<file path="src/rtl/branch_predictor.sv">
// Direct-mapped BTB with 2-bit counters: combinational fetch lookup and EX mispredict detect;
// table and missCount update on the clock edge after EX resolve, with no backpressure.
module branch_predictor #(
  parameter int         IDX_W    = 4,
  parameter logic [1:0] CTR_INIT = 2'b01
) (
  input  logic        clk,
  input  logic        rst,
  input  logic [15:0] pc,
  input  logic        ex_valid,
  input  logic        ex_isBranch,
  input  logic        ex_taken,
  input  logic [15:0] ex_pc,
  input  logic [15:0] ex_target,
  input  logic [15:0] ex_predPC,
  output logic [15:0] prePC,
  output logic        predTaken,
  output logic        error,
  output logic [15:0] newPC,
  output logic [15:0] missCount
);

  localparam int ENTRIES = 1 << IDX_W;
  localparam int TAG_W   = 16 - IDX_W;

  logic [ENTRIES-1:0] valid;
  logic [TAG_W-1:0]   tag    [ENTRIES];
  logic [15:0]        target [ENTRIES];
  logic [1:0]         ctr    [ENTRIES];

  logic [IDX_W-1:0] idx, ex_idx;
  logic [TAG_W-1:0] ex_tag;
  logic             hit, ex_hit;
  logic [15:0]      actual_next;

  assign idx    = pc[IDX_W-1:0];
  assign ex_idx = ex_pc[IDX_W-1:0];
  assign ex_tag = ex_pc[15:IDX_W];

  // Fetch sees the pre-update table contents; there is deliberately no bypass from EX.
  assign hit       = valid[idx] && (tag[idx] == pc[15:IDX_W]);
  assign predTaken = rst && hit && ctr[idx][1];
  assign prePC     = predTaken ? target[idx] : pc + 16'd1;

  assign ex_hit      = valid[ex_idx] && (tag[ex_idx] == ex_tag);
  assign actual_next = (ex_isBranch && ex_taken) ? ex_target : ex_pc + 16'd1;
  assign error       = ex_valid && (ex_predPC != actual_next);
  assign newPC       = actual_next;

  always_ff @(posedge clk or negedge rst) begin
    if (!rst) begin
      valid     <= '0;
      missCount <= '0;
      for (int i = 0; i < ENTRIES; i++) ctr[i[IDX_W-1:0]] <= CTR_INIT;
    end else begin
      if (error && missCount != 16'hFFFF) missCount <= missCount + 16'd1;
      if (ex_valid) begin
        if (ex_isBranch) begin
          if (ex_hit) begin
            if (ex_taken && ctr[ex_idx] != 2'b11)       ctr[ex_idx] <= ctr[ex_idx] + 2'd1;
            else if (!ex_taken && ctr[ex_idx] != 2'b00) ctr[ex_idx] <= ctr[ex_idx] - 2'd1;
          end else if (ex_taken) begin
            valid[ex_idx] <= 1'b1;
            ctr[ex_idx]   <= 2'b10;
          end
        end else if (ex_hit) begin
          // A non-branch matching the tag means the entry aliases stale code.
          valid[ex_idx] <= 1'b0;
        end
      end
    end
  end

  // Tags and targets are qualified by valid, so they carry no reset.
  always_ff @(posedge clk) begin
    if (rst && ex_valid && ex_isBranch && ex_taken) begin
      target[ex_idx] <= ex_target;
      if (!ex_hit) tag[ex_idx] <= ex_tag;
    end
  end

endmodule

</file>
<file path="config.mk">
export PLATFORM = sky130hd
export DESIGN_NAME = branch_predictor
export DESIGN_NICKNAME = d
export VERILOG_FILES = /design/src/rtl/branch_predictor.sv
export SDC_FILE = /design/constraint.sdc
export NUM_CORES = 1
export LEC_CHECK = 0
export BUFFER_PORTS_ARGS = -buffer_cell sky130_fd_sc_hd__buf_2
export CORE_MARGIN = 1.5
export CORE_UTILIZATION = 45
export CTS_BUF_LIST = sky130_fd_sc_hd__clkbuf_4
export DETAILED_ROUTE_END_ITERATION = 16
export GPL_TIMING_DRIVEN = 0
export PLACE_DENSITY = 0.62
export SLEW_MARGIN = 20
export SYNTH_ARGS = -nofsm -noshare
export SYNTH_HDL_FRONTEND = slang
export SYNTH_SLANG_ARGS = --single-unit
</file>
<file path="constraint.sdc">
create_clock -name clk -period 12.6 [get_ports clk]
set_input_delay 2.52 -clock clk [delete_from_list [all_inputs] [get_ports clk]]
set_output_delay 2.52 -clock clk [all_outputs]
set_load 0.02 [all_outputs]
</file>
==> flow_metrics.env <==
export IMPL_skew_ns=0.05546
export IMPL_multiInputGateArea_sq_mm=0.008752
export IMPL_synth_fp_nets=1522
export IMPL_grt_first_pass_wirelength_mm=104.9
export IMPL_cts_tree="done"
export IMPL_drt_antenna_violating_nets=0
export IMPL_tns_ns=0
export IMPL_initial_core_util=0.4577
export IMPL_cts_sinks=512
export IMPL_io_pins=119
export IMPL_syn_to_final_growth_pct=14.82
export IMPL_fin_crit_sh=0.7697
export IMPL_finalCriticalPeriod_ns=9.698
export IMPL_fmax_ghz=0.1031
export IMPL_top_usage_layer="met2"
export IMPL_grt_start_max_net_pins=58
export IMPL_synthTopCellsByArea="edfxtp_1 (56%), mux4_2 (16%), dfrtp_1 (5.0%)"
export IMPL_worst_pin_slew_ns=1.109
export IMPL_yosysTopAreaCell="edfxtp_1"
export IMPL_worstSetupEndpointType="output pin"
export IMPL_finalWirelength_mm=72.37
export IMPL_dieArea_sq_mm=0.05517
export IMPL_crit_type="input pin to output pin"
export IMPL_hold_path_class="flop to flop"
export IMPL_num_vias=15550
export IMPL_fillers=4315
export IMPL_grt_overflow_total=0
export IMPL_synth_edf_count=448
export IMPL_synth_flop_cell="edfxtp_1"
export IMPL_rsz0062_at_grt="no"
export IMPL_utilization=0.5255
export IMPL_path_cells="buf_2 -> clkbuf_1 -> clkbuf_1 -> buf_1 -> clkbuf_1 -> nand3_1 -> o211ai_1 -> o21ai_0 -> o211ai_1 -> o211a_1 -> nand4_1 -> clkbuf_1 -> nor2_1 -> a21oi_1 -> buf_2"
export IMPL_ys_seq_area_frac=0.6230
export IMPL_wl_per_cell_um=28.99
export IMPL_avgViaCountPerCell=6.230
export IMPL_relSlewSlack=0.2607
export IMPL_clock_path_buffers=3
export IMPL_p_leak_nw=9.641
export IMPL_worstPathArrival_ns=7.18
export IMPL_cp_slowest_cell="buf_1"
export IMPL_status="finished, final reports clean"
export IMPL_ys_ff_latch=512
export IMPL_crit_required_ns=10.08
export IMPL_drive_gt1_frac=0.3603
export IMPL_first_pass_iters=8
export IMPL_critPathMaxFanout=10
export IMPL_setup_viol=0
export IMPL_first_global_vias=15530
export IMPL_start_kind="input pin"
export IMPL_cts_setup_buffers=0
export IMPL_report_final_slew_viol_count=0
export IMPL_cts_max_level=4
export IMPL_globalplace_congestion=0.9037
export IMPL_cts_resized=0
export IMPL_hold_buffers=0
export IMPL_synthesis_area_sq_mm=0.02420
export IMPL_max_cap_violations=0
export IMPL_syn_area_per_cell_sq_um=16.75
export IMPL_insertion_delay_ns=0.89
export IMPL_p_per_area_mw_per_mm2=133.3
export IMPL_track_usage=0.2641
export IMPL_ys_types=69
export IMPL_ir_worst_vdd_uv=60.61
export IMPL_core_rowCount=84
export IMPL_crit_path_frequent_cell="clkbuf_1"
export IMPL_yosysWarnings=0
export IMPL_dp_hpwl_mm=49.66
export IMPL_die_h_um=234.9
export IMPL_cts_made_buffers=133
export IMPL_async_flop_share=0.1250
export IMPL_met2_usage=0.4161
export IMPL_final_hold_viol_count=0
export IMPL_io_buffers=114
export IMPL_synthCells=1445
export IMPL_drt_iter0_drc=1965
export IMPL_synth_top_area_frac=0.5560
export IMPL_clk_pin_slew_ns=0.06
export IMPL_antenna_found_initial=3
export IMPL_fin_nets=1788
export IMPL_die_w_um=234.9
export IMPL_critPathMaxStageDelay_ns=0.71
export IMPL_gr_usage_met1=0.3578
export IMPL_seq_area_sq_mm=0.01507
export IMPL_cts_root_buffer="clkbuf_4"
export IMPL_grt_util_met3=0.06168
export IMPL_drc=0
export IMPL_core_area_sq_mm=0.05287
## power by group
part	switching (mW)	leakage, nW	total (mW)	internal [mW]
Sequential	0.0257	4.74	1.90	1.87
Clock	0.676	0.981	1.41	0.734
Combinational	0.241	3.92	0.397	0.157
## synth_stat cells (all sizes together) (5+ instances only)
cell and number:
a2111oi 7, nor4 13, o2bb2ai 13, ha 8, mux2 46, a211o 6
a21oi 28, and2 15, dfrtp 48, mux2i 57, nor3 13, xnor2 41
a41oi 5, nand2 77, a22oi 18, o21ai 25, nor2 73, o22ai 7
xor2 38, and3 20, edfxtp 448, dfstp 16, inv 15, nand3 46
a31oi 15, nand4 15, buf 45, mux4 174, o211ai 7, clkbuf 53
nor2b 7
## routing by layer
metal  share of wire  vias up
li1                -     6479
met1            0.40     8015
met2            0.48      918
met3           0.093      135
met4           0.029        4
met5         0.00044        -
## final cells by class
cell class	count	share of cell area
inverter	15	0.002027
clock buffer	183	0.04945
clock inverter	48	0.009637
timing repair buffer	131	0.03206
buffer	98	0.01815
tap	688	0.03098
sequential	512	0.5426
multi-input combinational	820	0.3150
antenna	1	0.00009007
## placed cells by master, fill, tap and decap left out, types with 15 or more instances in the layout
master,netlist,routed
mux2_2,25,25
nor2_4,0,21
mux2_4,20,20
a22oi_1,18,18
and2_1,15,15
nand3_1,46,46
mux2i_1,57,57
nand2_1,67,67
dfrtp_1,48,48
nand4_1,15,15
and3_1,20,20
a31oi_1,15,15
nor2_1,71,39
mux4_2,174,174
a21oi_1,28,28
clkbuf_1,52,49
xor2_1,38,38
xnor2_1,40,40
edfxtp_1,448,448
dfstp_2,16,16
clkinv_1,0,35
buf_2,18,131
o21ai_0,25,25
clkbuf_4,0,183
## registers in the layout (all words and copies together) (netlist names), named ones only
name,cells
ctr,32
missCount,16
tag,192
target,256
## final timing paths
path	from	to	slack, ns	cells past startpoint
min reg2reg	missCount[7]	missCount[7]	0.49	1
max	pc[1]	prePC[4]	2.90	15
max in group asynchronous	rst	ctr[30]	10.52	2
min	missCount[7]	missCount[7]	0.49	1
min in group asynchronous	rst	missCount[10]	1.51	1
max reg2reg	tag[6][7]	tag[11][11]	8.33	11
## metrics by stage
stage	cell area [sq um]	worst slack (ns)	power (mW)	hold WS (ns)	cells
after detailed placement	26120	2.970	2.326	0.4856	2263
after global routing	27780	2.739	3.839	0.5166	2496
after floorplan	24200	4.467	2.165	0.4937	1445
final	27780	2.902	3.704	0.4925	2496
after CTS	27760	2.949	3.731	0.4938	2494
after global placement	25630	3.026	2.316	0.4761	2247
## logic make-up after synthesis
kind of cell / Yosys count / synth area share
AO/OA/AOI/OAI: 156 / 0.04612
XOR/XNOR: 80 / 0.02984
adder cells (fa/ha/maj): 8 / 0.004137
buffers and inverters: 113 / 0.02296
flip-flops: 512 / 0.6230
multiplexers: 277 / 0.2100
AND/OR/NAND/NOR: 299 / 0.06391
## worst max-delay path, delay by kind of cell
| kind | cells | cell delay [ns] |
|---|---|---|
| buf+inv | 7 | 2.92 |
| compound gates | 5 | 1.03 |
| simple gates | 3 | 0.68 |
(Power assumes the default switching activity.)
